## src/rtl/axisrng_pkg.sv

```systemverilog
`default_nettype none
// ============================================================================
//  Module      : axisrng_pkg
//  Description : Shared state encoding and helper for the random-word scheduler.
//  Revision    : 1.0  initial release
// ============================================================================
package axisrng_pkg;

    localparam logic [1:0] c_IDLE  = 2'd0;
    localparam logic [1:0] c_BURST = 2'd1;
    localparam logic [1:0] c_FLUSH = 2'd2;

    // A single requester still needs a 1-bit index field.
    function automatic int f_idx_width(input int n);
        return (n < 2) ? 1 : $clog2(n);
    endfunction

endpackage
`default_nettype wire

```

## src/rtl/axisrng_sched_if.sv

```systemverilog
`default_nettype none
// ============================================================================
//  Module      : axisrng_sched_if
//  Description : Upstream and downstream AXI-stream signals of the scheduler.
//  Revision    : 1.0  initial release
// ============================================================================
interface axisrng_sched_if #(
    parameter int C_AXIS_DATA_WIDTH = 32,
    parameter int LGNREQ            = 2
) ();
    logic                         S_AXIS_TVALID;
    logic                         S_AXIS_TREADY;
    logic [C_AXIS_DATA_WIDTH-1:0] S_AXIS_TDATA;
    logic                         M_AXIS_TVALID;
    logic                         M_AXIS_TREADY;
    logic [C_AXIS_DATA_WIDTH-1:0] M_AXIS_TDATA;
    logic                         M_AXIS_TLAST;
    logic [LGNREQ-1:0]            M_AXIS_TDEST;

    // Scheduler side: consumes the source stream, drives the shared output.
    modport master (
        input  S_AXIS_TVALID, S_AXIS_TDATA, M_AXIS_TREADY,
        output S_AXIS_TREADY, M_AXIS_TVALID, M_AXIS_TDATA, M_AXIS_TLAST, M_AXIS_TDEST
    );

    modport slave (
        output S_AXIS_TVALID, S_AXIS_TDATA, M_AXIS_TREADY,
        input  S_AXIS_TREADY, M_AXIS_TVALID, M_AXIS_TDATA, M_AXIS_TLAST, M_AXIS_TDEST
    );
endinterface
`default_nettype wire

```

## src/rtl/axisrng_rrarb.sv

```systemverilog
`default_nettype none
// ============================================================================
//  Module      : axisrng_rrarb
//  Description : Combinational round-robin pick, searching upward from ptr.
//  Revision    : 1.0  initial release
// ============================================================================
module axisrng_rrarb
    import axisrng_pkg::*;
#(
    parameter int NREQ   = 4,
    parameter int LGNREQ = f_idx_width(NREQ)
) (
    input  wire  [NREQ-1:0]   req,
    input  wire  [LGNREQ-1:0] ptr,
    output logic [NREQ-1:0]   grant,
    output logic [LGNREQ-1:0] index,
    output logic              any
);

    logic [LGNREQ-1:0] w_k;

    always_comb begin
        grant = '0;
        index = '0;
        any   = 1'b0;
        w_k   = '0;
        for (int i = 0; i < NREQ; i++) begin
            w_k = LGNREQ'((int'(ptr) + i) % NREQ);
            if (!any && req[w_k]) begin
                any        = 1'b1;
                index      = w_k;
                grant[w_k] = 1'b1;
            end
        end
    end

endmodule
`default_nettype wire

```

## src/rtl/axisrng_sched.sv

```systemverilog
`default_nettype none
// ============================================================================
//  Module      : axisrng_sched
//  Description : Round-robin burst scheduler sharing one random-word stream.
//  Revision    : 1.0  initial release
// ============================================================================
module axisrng_sched
    import axisrng_pkg::*;
#(
    parameter int C_AXIS_DATA_WIDTH = 32,
    parameter int NREQ              = 4,
    parameter int LGNREQ            = f_idx_width(NREQ),
    parameter int LGLEN             = 8
) (
    input  wire                     S_AXI_ACLK,
    input  wire                     S_AXI_ARESETN,
    input  wire  [NREQ-1:0]         i_req,
    input  wire  [NREQ*LGLEN-1:0]   i_len,
    output logic [NREQ-1:0]         o_grant,
    output logic                    o_busy,
    axisrng_sched_if.master         axis
);

    logic [1:0]                   r_state;
    logic [1:0]                   w_state_nxt;
    logic [LGNREQ-1:0]            r_ptr;
    logic [LGLEN-1:0]             r_cnt;
    logic                         r_m_valid;
    logic                         r_m_last;
    logic [C_AXIS_DATA_WIDTH-1:0] r_m_data;
    logic [LGNREQ-1:0]            r_m_dest;

    logic [NREQ-1:0]              w_pick_grant;
    logic [LGNREQ-1:0]            w_pick_idx;
    logic                         w_pick_any;
    logic [LGLEN-1:0]             w_len [NREQ];
    logic                         w_s_ready;
    logic                         w_s_xfer;
    logic                         w_m_xfer;

    for (genvar g = 0; g < NREQ; g++) begin : g_len
        assign w_len[g] = i_len[g*LGLEN +: LGLEN];
    end

    axisrng_rrarb #(
        .NREQ   (NREQ),
        .LGNREQ (LGNREQ)
    ) u_arb (
        .req   (i_req),
        .ptr   (r_ptr),
        .grant (w_pick_grant),
        .index (w_pick_idx),
        .any   (w_pick_any)
    );

    assign w_s_xfer = w_s_ready && axis.S_AXIS_TVALID;
    assign w_m_xfer = r_m_valid && axis.M_AXIS_TREADY;

    always_comb begin
        w_state_nxt = r_state;
        w_s_ready   = 1'b0;
        case (r_state)
            c_IDLE: begin
                if (w_pick_any) w_state_nxt = c_BURST;
            end
            c_BURST: begin
                w_s_ready = !r_m_valid || axis.M_AXIS_TREADY;
                if (w_s_ready && axis.S_AXIS_TVALID && (r_cnt == '0))
                    w_state_nxt = c_FLUSH;
            end
            c_FLUSH: begin
                if (r_m_valid && axis.M_AXIS_TREADY) w_state_nxt = c_IDLE;
            end
            default: w_state_nxt = c_IDLE;
        endcase
    end

    always_ff @(posedge S_AXI_ACLK or negedge S_AXI_ARESETN) begin
        if (!S_AXI_ARESETN) r_state <= c_IDLE;
        else                r_state <= w_state_nxt;
    end

    always_ff @(posedge S_AXI_ACLK or negedge S_AXI_ARESETN) begin
        if (!S_AXI_ARESETN) begin
            r_ptr     <= '0;
            r_cnt     <= '0;
            o_grant   <= '0;
            r_m_valid <= 1'b0;
            r_m_last  <= 1'b0;
            r_m_data  <= '0;
            r_m_dest  <= '0;
        end else begin
            if ((r_state == c_IDLE) && w_pick_any) begin
                o_grant  <= w_pick_grant;
                r_cnt    <= w_len[w_pick_idx];
                r_m_dest <= w_pick_idx;
            end

            if (w_s_xfer) begin
                r_m_data  <= axis.S_AXIS_TDATA;
                r_m_valid <= 1'b1;
                r_m_last  <= (r_cnt == '0);
                if (r_cnt != '0) r_cnt <= r_cnt - 1'b1;
            end else if (w_m_xfer) begin
                r_m_valid <= 1'b0;
                // Draining the final word releases the grant and advances the pointer.
                if (r_state == c_FLUSH) begin
                    r_m_last <= 1'b0;
                    o_grant  <= '0;
                    r_ptr    <= (r_m_dest == LGNREQ'(NREQ - 1)) ? '0 : r_m_dest + 1'b1;
                end
            end
        end
    end

    assign o_busy             = (r_state != c_IDLE);
    assign axis.S_AXIS_TREADY = w_s_ready;
    assign axis.M_AXIS_TVALID = r_m_valid;
    assign axis.M_AXIS_TDATA  = r_m_data;
    assign axis.M_AXIS_TLAST  = r_m_last;
    assign axis.M_AXIS_TDEST  = r_m_dest;

endmodule
`default_nettype wire

```

## src/flat_wrapper.sv

```systemverilog
// flat-port wrapper written by rule: the top's interface ports become plain ports
module axisrng_sched_flat import axisrng_pkg::*;
#(
    parameter int C_AXIS_DATA_WIDTH = 32,
    parameter int NREQ              = 4,
    parameter int LGNREQ            = f_idx_width(NREQ),
    parameter int LGLEN             = 8
)
  (S_AXI_ACLK, S_AXI_ARESETN, i_req, i_len, o_grant, o_busy, axis_S_AXIS_TVALID, axis_S_AXIS_TDATA, axis_M_AXIS_TREADY, axis_S_AXIS_TREADY, axis_M_AXIS_TVALID, axis_M_AXIS_TDATA, axis_M_AXIS_TLAST, axis_M_AXIS_TDEST);
  axisrng_sched_if #(.C_AXIS_DATA_WIDTH(C_AXIS_DATA_WIDTH), .LGNREQ(LGNREQ)) axis_i ();
  input  wire S_AXI_ACLK;
  input  wire S_AXI_ARESETN;
  input  wire  [NREQ-1:0] i_req;
  input  wire  [NREQ*LGLEN-1:0] i_len;
  output logic [NREQ-1:0] o_grant;
  output logic o_busy;
  input wire logic [$bits(axis_i.S_AXIS_TVALID)-1:0] axis_S_AXIS_TVALID;
  input wire logic [$bits(axis_i.S_AXIS_TDATA)-1:0] axis_S_AXIS_TDATA;
  input wire logic [$bits(axis_i.M_AXIS_TREADY)-1:0] axis_M_AXIS_TREADY;
  output wire logic [$bits(axis_i.S_AXIS_TREADY)-1:0] axis_S_AXIS_TREADY;
  output wire logic [$bits(axis_i.M_AXIS_TVALID)-1:0] axis_M_AXIS_TVALID;
  output wire logic [$bits(axis_i.M_AXIS_TDATA)-1:0] axis_M_AXIS_TDATA;
  output wire logic [$bits(axis_i.M_AXIS_TLAST)-1:0] axis_M_AXIS_TLAST;
  output wire logic [$bits(axis_i.M_AXIS_TDEST)-1:0] axis_M_AXIS_TDEST;
  assign axis_i.S_AXIS_TVALID = axis_S_AXIS_TVALID;
  assign axis_i.S_AXIS_TDATA = axis_S_AXIS_TDATA;
  assign axis_i.M_AXIS_TREADY = axis_M_AXIS_TREADY;
  assign axis_S_AXIS_TREADY = axis_i.S_AXIS_TREADY;
  assign axis_M_AXIS_TVALID = axis_i.M_AXIS_TVALID;
  assign axis_M_AXIS_TDATA = axis_i.M_AXIS_TDATA;
  assign axis_M_AXIS_TLAST = axis_i.M_AXIS_TLAST;
  assign axis_M_AXIS_TDEST = axis_i.M_AXIS_TDEST;
  axisrng_sched #(.C_AXIS_DATA_WIDTH(C_AXIS_DATA_WIDTH), .NREQ(NREQ), .LGNREQ(LGNREQ), .LGLEN(LGLEN)) u_core (.S_AXI_ACLK(S_AXI_ACLK), .S_AXI_ARESETN(S_AXI_ARESETN), .i_req(i_req), .i_len(i_len), .o_grant(o_grant), .o_busy(o_busy), .axis(axis_i));
endmodule
```

## config.mk

```make
export PLATFORM = sky130hd
export DESIGN_NAME = axisrng_sched_flat
export DESIGN_NICKNAME = d
export VERILOG_FILES = /design/src/rtl/axisrng_pkg.sv /design/src/rtl/axisrng_sched_if.sv /design/src/rtl/axisrng_rrarb.sv /design/src/rtl/axisrng_sched.sv /design/src/flat_wrapper.sv
export SDC_FILE = /design/constraint.sdc
export NUM_CORES = 1
export LEC_CHECK = 0
export ABC_CLOCK_PERIOD_IN_PS = 8900
export BUFFER_PORTS_ARGS = -buffer_cell sky130_fd_sc_hd__clkbuf_2
export CAP_MARGIN = 20
export CORE_MARGIN = 10
export CORE_UTILIZATION = 53
export DETAILED_ROUTE_END_ITERATION = 8
export PLACE_DENSITY = 0.86
export RECOVER_POWER = 50
export SLEW_MARGIN = 20
export SYNTH_ARGS = -nofsm -noshare
export SYNTH_HDL_FRONTEND = slang
export SYNTH_HIERARCHICAL = 1
export SYNTH_SLANG_ARGS = --single-unit
export TNS_END_PERCENT = 50
```

## constraint.sdc

```tcl
create_clock -name S_AXI_ACLK -period 8.9 [get_ports S_AXI_ACLK]
set_clock_uncertainty 0.05 [all_clocks]
set_input_delay 1.335 -clock S_AXI_ACLK [delete_from_list [all_inputs] [get_ports S_AXI_ACLK]]
set_output_delay 1.335 -clock S_AXI_ACLK [all_outputs]
set_load 0.1 [all_outputs]
```

==> results of run 1 <==
-- flip-flops by register name (all words and copies together), names as in the netlist --
signal	flops
u_core/o_grant	4
u_core/r_cnt	8
u_core/axis.M_AXIS_TDATA	32
u_core/axis.M_AXIS_TDEST	2
u_core/axis.M_AXIS_TVALID	1
u_core/axis.M_AXIS_TLAST	1
u_core/r_state	2
u_core/r_ptr	2
-- worst max-delay path: cells and delay by family --
family,cells,cell delay [ns]
and+or+nand+nor,3,0.30
buffers and inverters,2,0.33
muxes,2,1.13
AOI/OAI and AO/OA,3,0.74
-- power by group through the flow --
stage	Clock, W	Combinational (W)	Sequential, W
global placement	0	0.000311	0.000308
global route	0.000163	0.000333	0.000312
finish	0.000148	0.000314	0.000306
floorplan	0	0.0000803	0.000475
detailed placement	0	0.000317	0.000310
CTS	0.000153	0.000318	0.000305
-- layout by cell type, fill, tap and decap left out, types with 2 or more instances in the layout --
master	n
clkbuf_8	5
mux4_2	10
o211ai_1	3
mux4_1	2
mux2i_1	2
or2_2	2
clkbuf_1	6
and3_1	2
ha_1	8
nand2b_1	4
o21ai_0	6
a211oi_1	3
a311oi_1	2
nand2_1	120
o311a_1	3
nor3_1	5
nand4_1	4
a22oi_1	10
clkbuf_2	109
a31oi_1	3
a21oi_1	6
dfrtp_1	52
or4_1	2
nor2_1	14
inv_6	2
inv_1	5
-- layout make-up --
class	instances	area (um^2)
Fill cell	443	1640
Multi-Input combinational cell	233	1470
Sequential cell	52	1300
Timing Repair Buffer	117	587
Tap cell	70	87.6
Clock buffer	5	68.8
Clock inverter	3	28.8
Inverter	6	22.5
-- layer usage --
layer / vias to the layer above / routed length [um]
met1: 1262 / 3160
met5: - / 0
met4: 0 / 125
li1: 1281 / -
met2: 121 / 4050
met3: 11 / 767
-- how the worst max path moves through the flow --
stage / slack (ns) / to / start / depth (start not counted)
final: 5.19 / u_core/r_cnt[5]$_DFF_PN0_ / i_req[0] / 10
after global routing: 4.82 / u_core/axis.M_AXIS_TVALID$_DFFE_PN0P_ / S_AXI_ARESETN / 2
after CTS: 5.19 / u_core/r_cnt[5]$_DFF_PN0_ / i_req[0] / 10
after detailed placement: 4.85 / u_core/r_cnt[5]$_DFF_PN0_ / i_req[0] / 10
after global placement: 4.60 / u_core/r_cnt[7]$_DFF_PN0_ / i_req[0] / 9
after floorplan: 5.22 / axis_S_AXIS_TREADY / axis_M_AXIS_TREADY / 2
-- per-stage QoR --
stage	hold slack [ns]	cell area, um^2	util (%)	instances	setup slack (ns)
after floorplan	0.423	2890	-	309	5.22
after global placement	0.407	3470	66.7	477	4.60
after detailed placement	0.412	3480	66.9	478	4.85
after CTS	0.439	3580	68.8	486	5.19
after global routing	0.452	3570	68.5	486	4.82
final	0.433	3570	68.5	486	5.19
-- Yosys cell counts (3+ instances only) --
library cell / n
a211oi_1: 3
a21oi_1: 6
a22oi_1: 10
a31oi_1: 3
buf_2: 7
buf_6: 3
clkbuf_1: 6
dfrtp_1: 52
ha_1: 8
inv_1: 5
mux4_2: 10
nand2_1: 120
nand2b_1: 4
nand4_1: 4
nor2_1: 14
nor3_1: 5
o211ai_1: 3
o21ai_0: 5
o311a_1: 3
-- cells by family after synthesis --
group / synth area share, %
simple gates: 26.2
flops: 45.1
compound gates: 10.4
buf+inv: 4.20
mux: 10.7
fa+ha+maj: 3.47
==> impl_metrics.env, run 1 <==
export IMPL_h_tree_depth=2
export IMPL_setup_tns_ns=0
export IMPL_routedWlPerCell_um=16.7
export IMPL_antenna_found_initial=0
export IMPL_min_path_cells=2
export IMPL_drt_iter0_drc=142
export IMPL_yosysWarnings=6
export IMPL_hold_start="u_core/axis.M_AXIS_TDATA[9]$_DFFE_PN0P_"
export IMPL_required_ns=9.04
export IMPL_violations="capacitance limit, slew limit"
export IMPL_r2r_slack_ns=5.36
export IMPL_sw_frac_of_total_pct=47.9
export IMPL_hpwl_um=6360
export IMPL_worst_setup_path_end_kind="register"
export IMPL_cp_common_cell="nor2_1"
export IMPL_cpPeakStageDelay_ns=0.64
export IMPL_min_path_type="reg -> reg"
export IMPL_top_usage_layer="met2"
export IMPL_gp_congestion=0.837
export IMPL_clk_pin_slew_worst_paths_ns=0.10
export IMPL_hold_buffers=0
export IMPL_arrival_ns=3.85
export IMPL_share_comb_of_total_power_pct=40.9
export IMPL_initial_core_util_pct=55.5
export IMPL_mappedNetlistArea_um2=2890
export IMPL_synth_seq_area_share_pct=45.1
export IMPL_sequentialPowerShare_pct=39.8
export IMPL_internal_power_w=0.000400
export IMPL_dr_pass1_iters=6
export IMPL_status="finished with violations"
export IMPL_powerDensity_nw_per_um2=215
export IMPL_netlist_instances=309
export IMPL_totalWireLength_um=8100
export IMPL_num_io_pins=114
export IMPL_clk_latency_ns=0.31
export IMPL_rr_startpoint="u_core/r_ptr[0]$_DFFE_PN0P_"
export IMPL_rsz0062_at_grt="false"
export IMPL_critical_path_class="in -> reg"
export IMPL_vias=2675
export IMPL_num_rows=26
export IMPL_grt_pass1_wl_um=13200
export IMPL_crit_path_cell_trace="clkbuf_2 > mux4_1 > nor2b_1 > nor2_1 > o31ai_2 > buf_6 > mux4_2 > nor2_1 > a31oi_1 > o311a_1"
export IMPL_tightestPinTransition_ns=2.75
export IMPL_die_h_um=93.8
export IMPL_power_total_w=0.000768
export IMPL_fin_nets=495
export IMPL_p_leak_nw=1.80
export IMPL_synthTopCellsByArea="dfrtp_1, nand2_1, mux4_2"
export IMPL_crit_slowest_cell="mux4_1"
export IMPL_r2r_worst_path_cells=11
export IMPL_holdPathEnd="u_core/axis.M_AXIS_TDATA[9]$_DFFE_PN0P_"
export IMPL_synth_top_area_cell="dfrtp_1"
export IMPL_reg2reg_to="u_core/r_cnt[5]$_DFF_PN0_"
export IMPL_drive_above_1_share_pct=34.1
export IMPL_die_x_um=93.8
export IMPL_clock_sinks=52
export IMPL_grt_overflow=0
export IMPL_grt_start_max_net_pins=53
export IMPL_cts_buffer_depth=2
export IMPL_core_um2=5200
export IMPL_grt_util_all_layers_pct=18.4
export IMPL_ctsRootBufferMaster="clkbuf_8"
export IMPL_avgSynthCellArea_um2=9.35
export IMPL_n_antenna_cell=0
export IMPL_via_per_inst=5.50
export IMPL_clkPwrFrac_pct=19.2
export IMPL_period_share_pct=41.6
export IMPL_postCtsSetupBuffers=0
export IMPL_drc=0
export IMPL_io_buffers=113
export IMPL_critPathLaunchType="primary input"
export IMPL_synthArstFlopShare_pct=100
export IMPL_antenna_left=0
export IMPL_grtUsageMet2_pct=30.4
export IMPL_fmax_mhz=270
export IMPL_cts_tree="done"
export IMPL_maxCapViolCount=1
export IMPL_hold_viol=0
export IMPL_die_area_um2=8800
export IMPL_yosysTopAreaCellShare_pct=45.1
export IMPL_vdd_ir_drop_worst_uv=149
export IMPL_use_met3_pct=6.79
export IMPL_max_slew_margin_pct=-83.2
export IMPL_p_switching_w=0.000368
export IMPL_use_met1_pct=22.2
export IMPL_syn_num_nets=389
export IMPL_grt_pass1_vias=2630
export IMPL_synth_ff_type="dfrtp_1"
export IMPL_synth_enable_flop_cells=0
export IMPL_critPathMaxFanout=5
export IMPL_fin_crit_ns=3.71
export IMPL_finalSetupViolCount=0
export IMPL_post_cts_resized=0
export IMPL_cts_made_buffers=5
export IMPL_drv_slew=53
export IMPL_areaGrowthSynthToFinish_pct=23.5
export IMPL_ys_types=49
export IMPL_synth_seq_cells=52
Power figures use the tool's default switching activity.
==> inputs of run 2 (changes only) <==
- ABC_AREA: not set -> 1
- ABC_CLOCK_PERIOD_IN_PS: 8900 -> 3900
- CORE_UTILIZATION: 53 -> 49
- PLACE_DENSITY: 0.86 -> 0.8
- clock period: 8.9 -> 3.9 ns (I/O delays scaled with it)
==> run 2 against run 1 <==
Net effect: the flow still finishes with violations (capacitance limit, slew limit); sequential power grew to 2.9 times the previous value; first-iteration DRC count is 13% higher; cell count is 24% higher; design area is 3.0% higher; die area is 10% higher; hold slack worse by 0.023 ns; combinational power grew to 6.4 times the previous value; critical endpoint is now u_core/r_cnt[1]$_DFF_PN0_; largest cell class unchanged; largest power group unchanged.
==> impl_metrics.env, run 2 <==
export IMPL_status="finished with violations"
export IMPL_violations="capacitance limit, slew limit"
export IMPL_synth_commonest_cells="nand2_1, dfrtp_1, nand3_1, inv_1, nor2_1"
export IMPL_die_h_um=98.6
export IMPL_cts_tree="done"
export IMPL_clk_latency_ns=0.31
export IMPL_max_slew_margin_pct=-23.9
export IMPL_critPathLaunchType="register"
export IMPL_synth_adder_area_share_pct=3.31
export IMPL_powerDensity_nw_per_um2=871
export IMPL_post_cts_resized=0
export IMPL_ys_types=31
export IMPL_core_um2=5960
export IMPL_maxCapViolCount=1
export IMPL_drive_above_1_share_pct=23.3
export IMPL_fmax_mhz=319
export IMPL_reg2reg_to="u_core/r_cnt[1]$_DFF_PN0_"
export IMPL_ctsRootBufferMaster="clkbuf_8"
export IMPL_grt_pass1_wl_um=14000
export IMPL_die_x_um=98.6
export IMPL_synth_xor_area_share_pct=0.869
export IMPL_min_path_cells=3
export IMPL_initial_core_util_pct=50.8
export IMPL_netlist_instances=420
export IMPL_p_leak_nw=2.08
export IMPL_die_area_um2=9710
export IMPL_synth_top_family_by_area="simple AND/OR/NAND/NOR gates"
export IMPL_synth_top_area_cell="dfrtp_1"
export IMPL_routedWlPerCell_um=13.9
export IMPL_gp_congestion=0.931
export IMPL_clock_sinks=52
export IMPL_yosysTopAreaCellShare_pct=43.0
export IMPL_vdd_ir_drop_worst_uv=665
export IMPL_io_buffers=113
export IMPL_antenna_found_initial=0
export IMPL_postCtsSetupBuffers=0
export IMPL_grt_util_all_layers_pct=17.0
export IMPL_drt_iter0_drc=161
export IMPL_areaGrowthSynthToFinish_pct=21.4
export IMPL_mappedNetlistArea_um2=3020
export IMPL_cts_buffer_depth=2
export IMPL_synthArstFlopShare_pct=100
export IMPL_hold_buffers=0
export IMPL_avgSynthCellArea_um2=7.20
export IMPL_rr_startpoint="u_core/axis.M_AXIS_TVALID$_DFFE_PN0P_"
export IMPL_synth_seq_area_share_pct=43.0
export IMPL_clk_pin_slew_worst_paths_ns=0.09
export IMPL_critPathMaxFanout=36
export IMPL_drv_slew=36
export IMPL_grt_overflow=0
export IMPL_critical_path_class="reg -> reg"
export IMPL_n_antenna_cell=0
export IMPL_num_rows=28
export IMPL_grt_pass1_vias=3016
export IMPL_yosysWarnings=6
export IMPL_final_util_pct=61.7
export IMPL_r2r_worst_path_cells=6
export IMPL_hold_viol=0
export IMPL_rsz0062_at_grt="false"
export IMPL_synth_seq_cells=52
export IMPL_via_per_inst=5.02
export IMPL_synth_enable_flop_cells=0
export IMPL_hold_start="axis_S_AXIS_TDATA[4]"
export IMPL_r2r_slack_ns=0.76
export IMPL_fin_nets=609
export IMPL_fillers=563
export IMPL_synthTopCellsByArea="dfrtp_1, nand2_1, nand3_1"
export IMPL_yosys_area_share_simple_pct=39.8
export IMPL_holdPathEnd="u_core/axis.M_AXIS_TDATA[4]$_DFFE_PN0P_"
export IMPL_vias=3033
export IMPL_hpwl_um=6540
export IMPL_tightestPinTransition_ns=1.86
export IMPL_dr_pass1_iters=4
export IMPL_num_io_pins=114
export IMPL_h_tree_depth=2
export IMPL_worst_setup_path_end_kind="register"
export IMPL_setup_tns_ns=0
export IMPL_totalWireLength_um=8390
export IMPL_fin_crit_ns=3.14
export IMPL_syn_num_nets=500
export IMPL_arrival_ns=3.30
export IMPL_largest_register_ffs=32
export IMPL_required_ns=4.06
export IMPL_min_path_type="in -> reg"
export IMPL_synth_compound_area_share_pct=5.92
export IMPL_period_share_pct=80.5
export IMPL_final_common_cell="nand2_1"
export IMPL_finalSetupViolCount=0
export IMPL_synth_ff_type="dfrtp_1"
export IMPL_antenna_left=0
export IMPL_cts_made_buffers=5
export IMPL_drc=0
export IMPL_yosys_cell_count_top_type="nand2_1"
export IMPL_grt_start_max_net_pins=37
export IMPL_most_common_layout_cells="nand2_1, clkbuf_2, dfrtp_1"
export IMPL_synth_mux_area_share_pct=0
## run 2: changes by cell type in the layout (fill, tap and decap cells not counted), moves of 5 or more
cell | previous run | this run
nand3_1 | 1 | 42
mux4_2 | 10 | 0
nor2_1 | 14 | 27
a22oi_1 | 10 | 0
nand2_1 | 120 | 180
clkbuf_2 | 109 | 94
o21ai_0 | 6 | 12
clkbuf_1 | 6 | 20
inv_1 | 5 | 32
nand2_2 | 0 | 8
nor3_1 | 5 | 0
## run 2: through the flow
step | cell area [um^2] | power (W) | hold slack, ns | std cells | setup WS (ns)
final | 3670 | 0.00320 | 0.411 | 604 | 0.761
after global routing | 3670 | 0.00339 | 0.414 | 604 | 0.458
after CTS | 3710 | 0.00325 | 0.360 | 604 | 0.925
after detailed placement | 3630 | 0.00293 | 0.415 | 597 | 0.947
after global placement | 3630 | 0.00290 | 0.412 | 597 | 1.03
after floorplan | 3020 | 0.00256 | 0.239 | 420 | 0.882
## run 2: final cells by class
type	count	area [um^2]	share of cell area, %
Multi-Input combinational cell	317	1500	40.7
Sequential cell	52	1300	35.4
Timing Repair Buffer	115	553	15.1
Inverter	38	144	3.92
Tap cell	75	93.8	2.56
Clock buffer	5	68.8	1.87
Clock inverter	2	16.3	0.443
## run 2: where the power goes
part           internal [W]  total [W]  switching [W]
Combinational      0.000313    0.00201        0.00170
Sequential         0.000740   0.000878       0.000138
Clock              0.000125   0.000307       0.000182
Total               0.00118    0.00320        0.00202
## run 2: cell families after synthesis
kind of cell	after synthesis
compound gates	31
xor+xnor	3
fa+ha+maj	8
buf+inv	51
flops	52
simple gates	275
## run 2: worst max path at each step
stage,from,endpoint,slack (ns),cells past startpoint
floorplan,u_core/axis.M_AXIS_TVALID$_DFFE_PN0P_,axis_S_AXIS_TREADY,0.88,1
global placement,u_core/r_ptr[0]$_DFFE_PN0P_,u_core/r_cnt[0]$_DFF_PN0_,1.03,15
detailed placement,u_core/r_ptr[0]$_DFFE_PN0P_,u_core/r_cnt[5]$_DFF_PN0_,0.95,14
CTS,u_core/r_ptr[0]$_DFFE_PN0P_,u_core/r_cnt[5]$_DFF_PN0_,0.93,14
global route,u_core/axis.M_AXIS_TVALID$_DFFE_PN0P_,u_core/r_cnt[6]$_DFF_PN0_,0.46,6
finish,u_core/axis.M_AXIS_TVALID$_DFFE_PN0P_,u_core/r_cnt[1]$_DFF_PN0_,0.76,6
## run 2: routing by layer
layer	vias to the layer above	routed length (um)	track usage (%)
li1	1534	-	-
met1	1347	3620	21.2
met2	143	3500	24.9
met3	9	1140	9.36
met4	0	126	4.41
met5	-	0	0
## run 2: critical path, cell delays in order (launching register included)
cell and delay (ns):
dfrtp_1 0.43, nand2_2 0.09, nand3_1 1.04, clkinv_2 0.83
nand2_4 0.37, or2_0 0.16, nand2_1 0.06
